<file path="src/rtl/alu_pkg.sv">
// Shared definitions for the ALU issuer and the ALU control decoder:
// issuer state encoding, ALU op codes and the op legality test.
package alu_pkg;

  typedef enum logic [1:0] {
    ST_IDLE    = 2'd0,
    ST_DRIVE   = 2'd1,
    ST_CAPTURE = 2'd2,
    ST_RESP    = 2'd3
  } state_e;

  typedef enum logic [2:0] {
    OP_AND = 3'd0,
    OP_OR  = 3'd1,
    OP_ADD = 3'd2,
    OP_SUB = 3'd3,
    OP_SLT = 3'd4
  } alu_op_e;

  // An op code is legal when it does not exceed the configured highest op.
  function automatic logic op_legal(input logic [2:0] op, input int max_op);
    return ($signed({29'd0, op}) <= max_op);
  endfunction

endpackage

</file>
<file path="src/rtl/alu_issuer.sv">
// ALU issuer: accepts one request at a time, drives the operands onto an
// external combinational ALU, lets them settle, captures the result and
// presents it on a valid/ready response port. Illegal op codes are answered
// immediately with an error response and never reach the ALU.
module alu_issuer
  import alu_pkg::*;
#(
  parameter int SETTLE_CYCLES = 1,
  parameter int MAX_OP        = 4
) (
  input  logic        clk,
  input  logic        rst_n,
  input  logic        req_valid,
  output logic        req_ready,
  input  logic [31:0] req_a,
  input  logic [31:0] req_b,
  input  logic [2:0]  req_op,
  output logic [31:0] alu_A,
  output logic [31:0] alu_B,
  output logic [2:0]  alu_operation,
  input  logic [31:0] alu_res,
  input  logic        alu_slt,
  output logic        rsp_valid,
  input  logic        rsp_ready,
  output logic [31:0] rsp_res,
  output logic        rsp_slt,
  output logic        rsp_err,
  output logic [15:0] issue_count
);

  // Last settle count value; DRIVE lasts exactly SETTLE_CYCLES cycles.
  localparam logic [3:0] SETTLE_LAST = 4'(SETTLE_CYCLES - 1);

  state_e      state_q, state_d;
  logic [3:0]  settle_q, settle_d;
  logic [31:0] a_q, a_d;
  logic [31:0] b_q, b_d;
  logic [2:0]  op_q, op_d;
  logic [31:0] res_q, res_d;
  logic        slt_q, slt_d;
  logic        err_q, err_d;
  logic [15:0] issue_count_q, issue_count_d;
  logic        accept;

  assign req_ready     = (state_q == ST_IDLE);
  assign rsp_valid     = (state_q == ST_RESP);
  assign alu_A         = a_q;
  assign alu_B         = b_q;
  assign alu_operation = op_q;
  assign rsp_res       = res_q;
  assign rsp_slt       = slt_q;
  assign rsp_err       = err_q;
  assign issue_count   = issue_count_q;

  // Next-state logic: request acceptance, settle timing, result capture and response release.
  always_comb begin
    state_d       = state_q;
    settle_d      = settle_q;
    a_d           = a_q;
    b_d           = b_q;
    op_d          = op_q;
    res_d         = res_q;
    slt_d         = slt_q;
    err_d         = err_q;
    issue_count_d = issue_count_q;
    accept        = 1'b0;

    case (state_q)
      ST_IDLE: begin
        if (req_valid) begin
          accept = 1'b1;
          if (op_legal(req_op, MAX_OP)) begin
            // Operands are latched once here; later request changes are ignored.
            a_d      = req_a;
            b_d      = req_b;
            op_d     = req_op;
            settle_d = 4'd0;
            state_d  = ST_DRIVE;
          end else begin
            // Illegal ops bypass the ALU and leave its port untouched.
            res_d   = 32'd0;
            slt_d   = 1'b0;
            err_d   = 1'b1;
            state_d = ST_RESP;
          end
        end
      end
      ST_DRIVE: begin
        if (settle_q == SETTLE_LAST) begin
          settle_d = 4'd0;
          state_d  = ST_CAPTURE;
        end else begin
          settle_d = settle_q + 4'd1;
        end
      end
      ST_CAPTURE: begin
        res_d   = alu_res;
        slt_d   = alu_slt;
        err_d   = 1'b0;
        state_d = ST_RESP;
      end
      ST_RESP: begin
        if (rsp_ready) begin
          state_d = ST_IDLE;
        end
      end
      default: begin
        state_d = ST_IDLE;
      end
    endcase

    if (accept) begin
      issue_count_d = issue_count_q + 16'd1;
    end
  end

  // State and datapath registers; reset abandons any transaction in flight.
  always_ff @(posedge clk or negedge rst_n) begin
    if (!rst_n) begin
      state_q       <= ST_IDLE;
      settle_q      <= 4'd0;
      a_q           <= 32'd0;
      b_q           <= 32'd0;
      op_q          <= 3'd0;
      res_q         <= 32'd0;
      slt_q         <= 1'b0;
      err_q         <= 1'b0;
      issue_count_q <= 16'd0;
    end else begin
      state_q       <= state_d;
      settle_q      <= settle_d;
      a_q           <= a_d;
      b_q           <= b_d;
      op_q          <= op_d;
      res_q         <= res_d;
      slt_q         <= slt_d;
      err_q         <= err_d;
      issue_count_q <= issue_count_d;
    end
  end

endmodule

</file>
<file path="config.mk">
export PLATFORM = sky130hd
export DESIGN_NAME = alu_issuer
export DESIGN_NICKNAME = d
export VERILOG_FILES = /design/src/rtl/alu_pkg.sv /design/src/rtl/alu_issuer.sv
export SDC_FILE = /design/constraint.sdc
export NUM_CORES = 1
export LEC_CHECK = 0
export ABC_CLOCK_PERIOD_IN_PS = 2500
export CAP_MARGIN = 20
export CORE_AREA = 3 3 113 115
export DETAILED_ROUTE_END_ITERATION = 10
export DIE_AREA = 0 0 116 118
export PLACE_DENSITY = 0.81
export SYNTH_ARGS = -nofsm -noshare
export SYNTH_HDL_FRONTEND = slang
export SYNTH_SLANG_ARGS = --single-unit
</file>
<file path="constraint.sdc">
create_clock -name clk -period 2.5 [get_ports clk]
set_input_delay 0.375 -clock clk [delete_from_list [all_inputs] [get_ports clk]]
set_output_delay 0.375 -clock clk [all_outputs]
set_load 0.05 [all_outputs]
</file>
Yosys cells after proc, flatten, opt, wreduce, memory -nomap -nowiden
Cells that the tools add are included.
Word-level totals
  bits in registers: 123
  word-level logic and storage cells: 48
  output and inout bits: 119
  bits of input ports: 104
Cells by class
  eq/ne operators: 8
  reductions and logical operators: 8
  add/sub/neg operators: 2
  magnitude comparators: 1
  muxes and demuxes: 20
Operator list (count)
  $mux W32: 2
  $pmux W32 S2: 1
  $add A16 B1 Y16 const B: 1
  $mux W4: 3
  $reduce_and A3 Y1: 4
  $mux W2: 4
  $pmux W2 S4: 1
  $pmux W4 S2: 1
  $mux W1: 6
  $ne A2 B2 Y1 const B: 3
  $add A4 B1 Y4 const B: 1
  $eq A2 B2 Y1 const B: 2
  $logic_not A4 Y1: 1
  $ne A2 B1 Y1 const B: 2
  $pmux W1 S2: 2
  $reduce_bool A2 Y1: 2
  $le A3 B3 Y1 const B: 1
  $eq A2 B1 Y1 const B: 1
  $logic_not A2 Y1: 1

Longest topological paths before layout
Gate-level depths: netlist of the first run.
  depth after elaboration: 4
  gate-level depth with buffers: 9
  mapped depth without buffers: 6

Worst setup path after synthesis of the first run
No wires, ideal clock.
  kind: register to register
  start: reg state_q[1]
  end: reg issue_count_q[12], in the netlist issue_count[12]
  setup slack: 0.332 ns
  arrival: 2.026 ns
  path buffers: 1
  clock period less this slack: 2.168 ns
  cell stages (with the launch flop): 8
  library setup time: 0.142 ns
  data required time: 2.358 ns
  cell sequence: dfrtp_1 > inv_1 > ha_1 > nand2_4 > or3_1 > buf_6 > nand2b_1 > xnor2_1
Between the ends
  word-level cells in the longest chain between the ends: 2
RTL lines
  from (decl): RTL line alu_issuer.sv:34  | state_e state_q, state_d;
  from (signal assigned): RTL line alu_issuer.sv:130  | state_q <= state_d;
  $logic_not A2 Y1
  net req_ready: RTL line alu_issuer.sv:14  | output logic req_ready,
  $mux W1: RTL line alu_issuer.sv:68  | case (state_q)
  to (signal assigned): RTL line alu_issuer.sv:138  | issue_count_q <= issue_count_d;
  to (decl): RTL line alu_issuer.sv:42  | logic [15:0] issue_count_q, issue_count_d;
The timed path passes the listed nets, and every way through them passes these cells.
A chain may end at the register's enable or synchronous reset.

Worst setup path after layout of the first run
  start: reg state_q[1]
  end: out req_ready
Between the ends
  word-level cells in the longest chain between the ends: 1
RTL lines
  $logic_not A2 Y1: RTL line alu_issuer.sv:45  | assign req_ready = (state_q == ST_IDLE);
  to (decl): RTL line alu_issuer.sv:14
No other way between the ends.

==> results.toml, run 1 <==
[yosys]
syn_nets = 581
syn_area_mm2 = 0.00485
avgSynthCellArea_um2 = 10.3
synth-seq-cells = 123
ys_seq_area_share_pct = 63.4
yosys_warnings = 0
synthDistinctLibCells = 38
synth_cells = 470

[clocking]
h-tree-depth = 4
clockBufferDepth = 2
clk_pin_slew_ns = 0.06
clockRootBuffer = "clkbuf_16"
cts_setup_buffers = 0
clk_latency_ns = 0.41
cts_tree = "yes"
cts_buffers = 17
cts_sinks = 123

[worst_setup_path]
crit_required_ns = 2.12
crit_fanout = 9
critPathLaunchType = "flip-flop"
rr_endpoint = "rsp_res[19]"
r2r_start = "state_q[1]"
rrSetupSlack_ns = 0.48
arrival_ns = 1.91
critPathKind = "reg -> out"
r2r_cells = 6
end_kind = "output pin"

[run_status]
status = "complete, no violations"

[floorplan]
die_w_um = 116
start_util_pct = 40.7
die_h_um = 118
num_rows = 40
io_pins = 223
core_area_mm2 = 0.0119
dieArea_mm2 = 0.0137

[global_routing]
grtUsageTotal_pct = 20.8
met3_usage_pct = 6.99
globalRouteMet2Util_pct = 34.5
grt_pass1_vias = 4550
grt_max_degree = 67
grt_pass1_wl_mm = 22.4
use_met1_pct = 24.1
gr-total-overflow = 0
busiest_layer = "met2"
antenna_found_initial = 0

[placed_design]
hpwl_mm = 9.90
routabilityCongestion = 0.748
portBuffers = 222

[finish]
regArea_mm2 = 0.00308
layout-drive-gt1-share_pct = 6.62
nets = 808
antenna_cells = 0
syn_to_final_growth_pct = 61.5
nFillCells = 939
multi_input_area_mm2 = 0.00164

[job]
maxCapViolCount = 0

[timing]
period_share_pct = 91.4
period_minus_slack_ns = 2.28
slew_violations = 0
skew_ns = 0.00584
grt_setup_unrepaired = "no"
finalHoldViolCount = 0
tightest_slew_ns = 0.561
fin_tns_setup_ns = 0
max_freq_ghz = 0.438
setup_viol = 0
relSlewSlack_pct = 62.2

[power]
total_power_w = 0.0121
pwr_density_cell_mw_per_mm2 = 1540
p_leak_nw = 3.71
ir_drop_mv = 0.885

[routing]
dr.first_iter.drc_count = 247
vias = 4234
avgRoutedWirePerCell_um = 16.0
drc = 0
ant_nets = 0
via_per_inst = 4.94
drt-total-wl_mm = 13.7
drt_pass1_iterations = 4

[hold_path]
hold_path.class = "in -> async"
[layout make-up]
| cell class | instances | area share, % |
|---|---|---|
| repair buffers | 231 | 29.4 |
| inverters | 10 | 0.479 |
| multi-input cells | 314 | 20.9 |
| clock buffers | 17 | 5.43 |
| well taps | 147 | 2.35 |
| clock inverters | 15 | 2.22 |
| flip-flops and latches | 123 | 39.3 |
[cells in the final DEF, fill, tap and decap left out, types with 2 or more instances in the layout]
cell type | Yosys | layout
a22o_1 | 33 | 33
and4_1 | 2 | 2
nand4_1 | 3 | 3
nand3_1 | 7 | 7
buf_4 | 0 | 8
nor3b_1 | 2 | 2
xnor2_1 | 9 | 9
and2_1 | 2 | 2
a21oi_1 | 3 | 3
dfrtp_1 | 123 | 123
xor2_1 | 6 | 6
nand2_1 | 209 | 208
a32o_1 | 2 | 2
clkdlybuf4s50_1 | 0 | 220
nor2_1 | 6 | 5
ha_1 | 7 | 7
inv_1 | 10 | 10
bufinv_16 | 0 | 3
clkinv_2 | 0 | 5
clkbuf_16 | 0 | 17
o21ai_0 | 3 | 3
clkinvlp_4 | 0 | 2
clkinv_4 | 0 | 3
inv_6 | 0 | 2
a22oi_1 | 2 | 2
and3_1 | 2 | 2
[cell usage after synthesis (all sizes together)]
master	count	area share [%]
and4	2	0.36
o21a	1	0.15
or3	1	0.13
a22oi	3	0.57
ha	7	1.8
o22a	1	0.18
a22o	33	6.0
xor2	6	1.1
a32o	2	0.41
nor3	3	0.64
inv	10	0.77
o32ai	1	0.18
and2	2	0.26
clkbuf	9	0.72
a211o	1	0.18
xnor2	9	1.6
nand2	210	16
a21oi	3	0.31
buf	14	1.6
o22ai	1	0.13
a31oi	1	0.13
nor2	6	0.46
nand4	3	0.39
nand3	7	0.72
nand2b	1	0.13
o21ai	4	0.41
and3	2	0.26
nor3b	2	0.31
o32a	1	0.21
nor2b	1	0.13
dfrtp	123	63
[worst max path at each step]
stage | from | to | slack, ns | cells past startpoint
2_1_floorplan | state_q[1] | issue_count[12] | 0.33 | 7
3_3_place_gp | state_q[1] | req_ready | 0.43 | 3
3_5_place_dp | state_q[1] | req_ready | 0.38 | 3
4_1_cts | state_q[1] | req_ready | 0.20 | 3
5_1_grt | state_q[1] | req_ready | 0.14 | 3
6_report | state_q[1] | req_ready | 0.22 | 3
[logic make-up after synthesis]
kind of cell / count (synthesis) / share of synthesized area [%]
buffers and inverters: 33 / 3.07
AO/OA/AOI/OAI: 52 / 8.82
flip-flops: 123 / 63.4
AND/OR/NAND/NOR: 240 / 20.2
adder cells (fa/ha/maj): 7 / 1.80
XOR/XNOR: 15 / 2.71
[routing by layer]
layer | vias to the layer above | wire length, um | part of all wire (%)
li1 | 1994 | - | -
met1 | 2036 | 5420 | 40
met2 | 171 | 6830 | 50
met3 | 33 | 1040 | 7.6
met4 | 0 | 384 | 2.8
met5 | - | 0 | 0
[report_power, final]
part / switching (W) / internal (W)
sequential: 0.000509 / 0.00282
clock: 0.000904 / 0.00157
combinational: 0.00416 / 0.00210
[state kept, by name, indices dropped and copies added, names as in the netlist]
signal	cells
alu_A	32
issue_count	16
settle_q	4
alu_operation	3
alu_B	32
rsp_slt	1
rsp_res	32
state_q	2
rsp_err	1
[worst max-delay path, cell delays in order, from the launching register on]
cell and delay (ns):
dfrtp_1 0.43, inv_1 0.12, ha_1 0.36, dlygate4sd2_1 0.60
[through the flow]
step / utilization [%] / cell area, um2 / std cells / worst slack (ns) / hold WS (ns)
finish: 65.8 / 7840 / 857 / 0.215 / 0.431
global route: 65.8 / 7840 / 857 / 0.144 / 0.452
CTS: 65.8 / 7840 / 857 / 0.202 / 0.425
detailed placement: 60.7 / 7230 / 824 / 0.375 / 0.330
global placement: 60.7 / 7230 / 824 / 0.434 / 0.321
floorplan: - / 4850 / 470 / 0.332 / 0.0794
[timing repair]
item,4_1_cts,5_1_grt
hold buffers,1,0
setup endpoints to repair,1,0
endpoints found under the hold margin,26,0
resized for setup,1,0
Note: power is estimated with default switching activity, not from simulation.
==> inputs of run 2 (changes only) <==
--- a/config.mk
+++ b/config.mk
@@ -8,6 +8,7 @@
 export ABC_CLOCK_PERIOD_IN_PS = 2500
 export CAP_MARGIN = 20
 export CORE_AREA = 3 3 113 115
+export CTS_BUF_LIST = sky130_fd_sc_hd__clkbuf_16
 export DETAILED_ROUTE_END_ITERATION = 10
 export DIE_AREA = 0 0 116 118
 export PLACE_DENSITY = 0.81
==> results of run 2 <==
The final DEF is identical to that of run 1; final timing and power are the same.
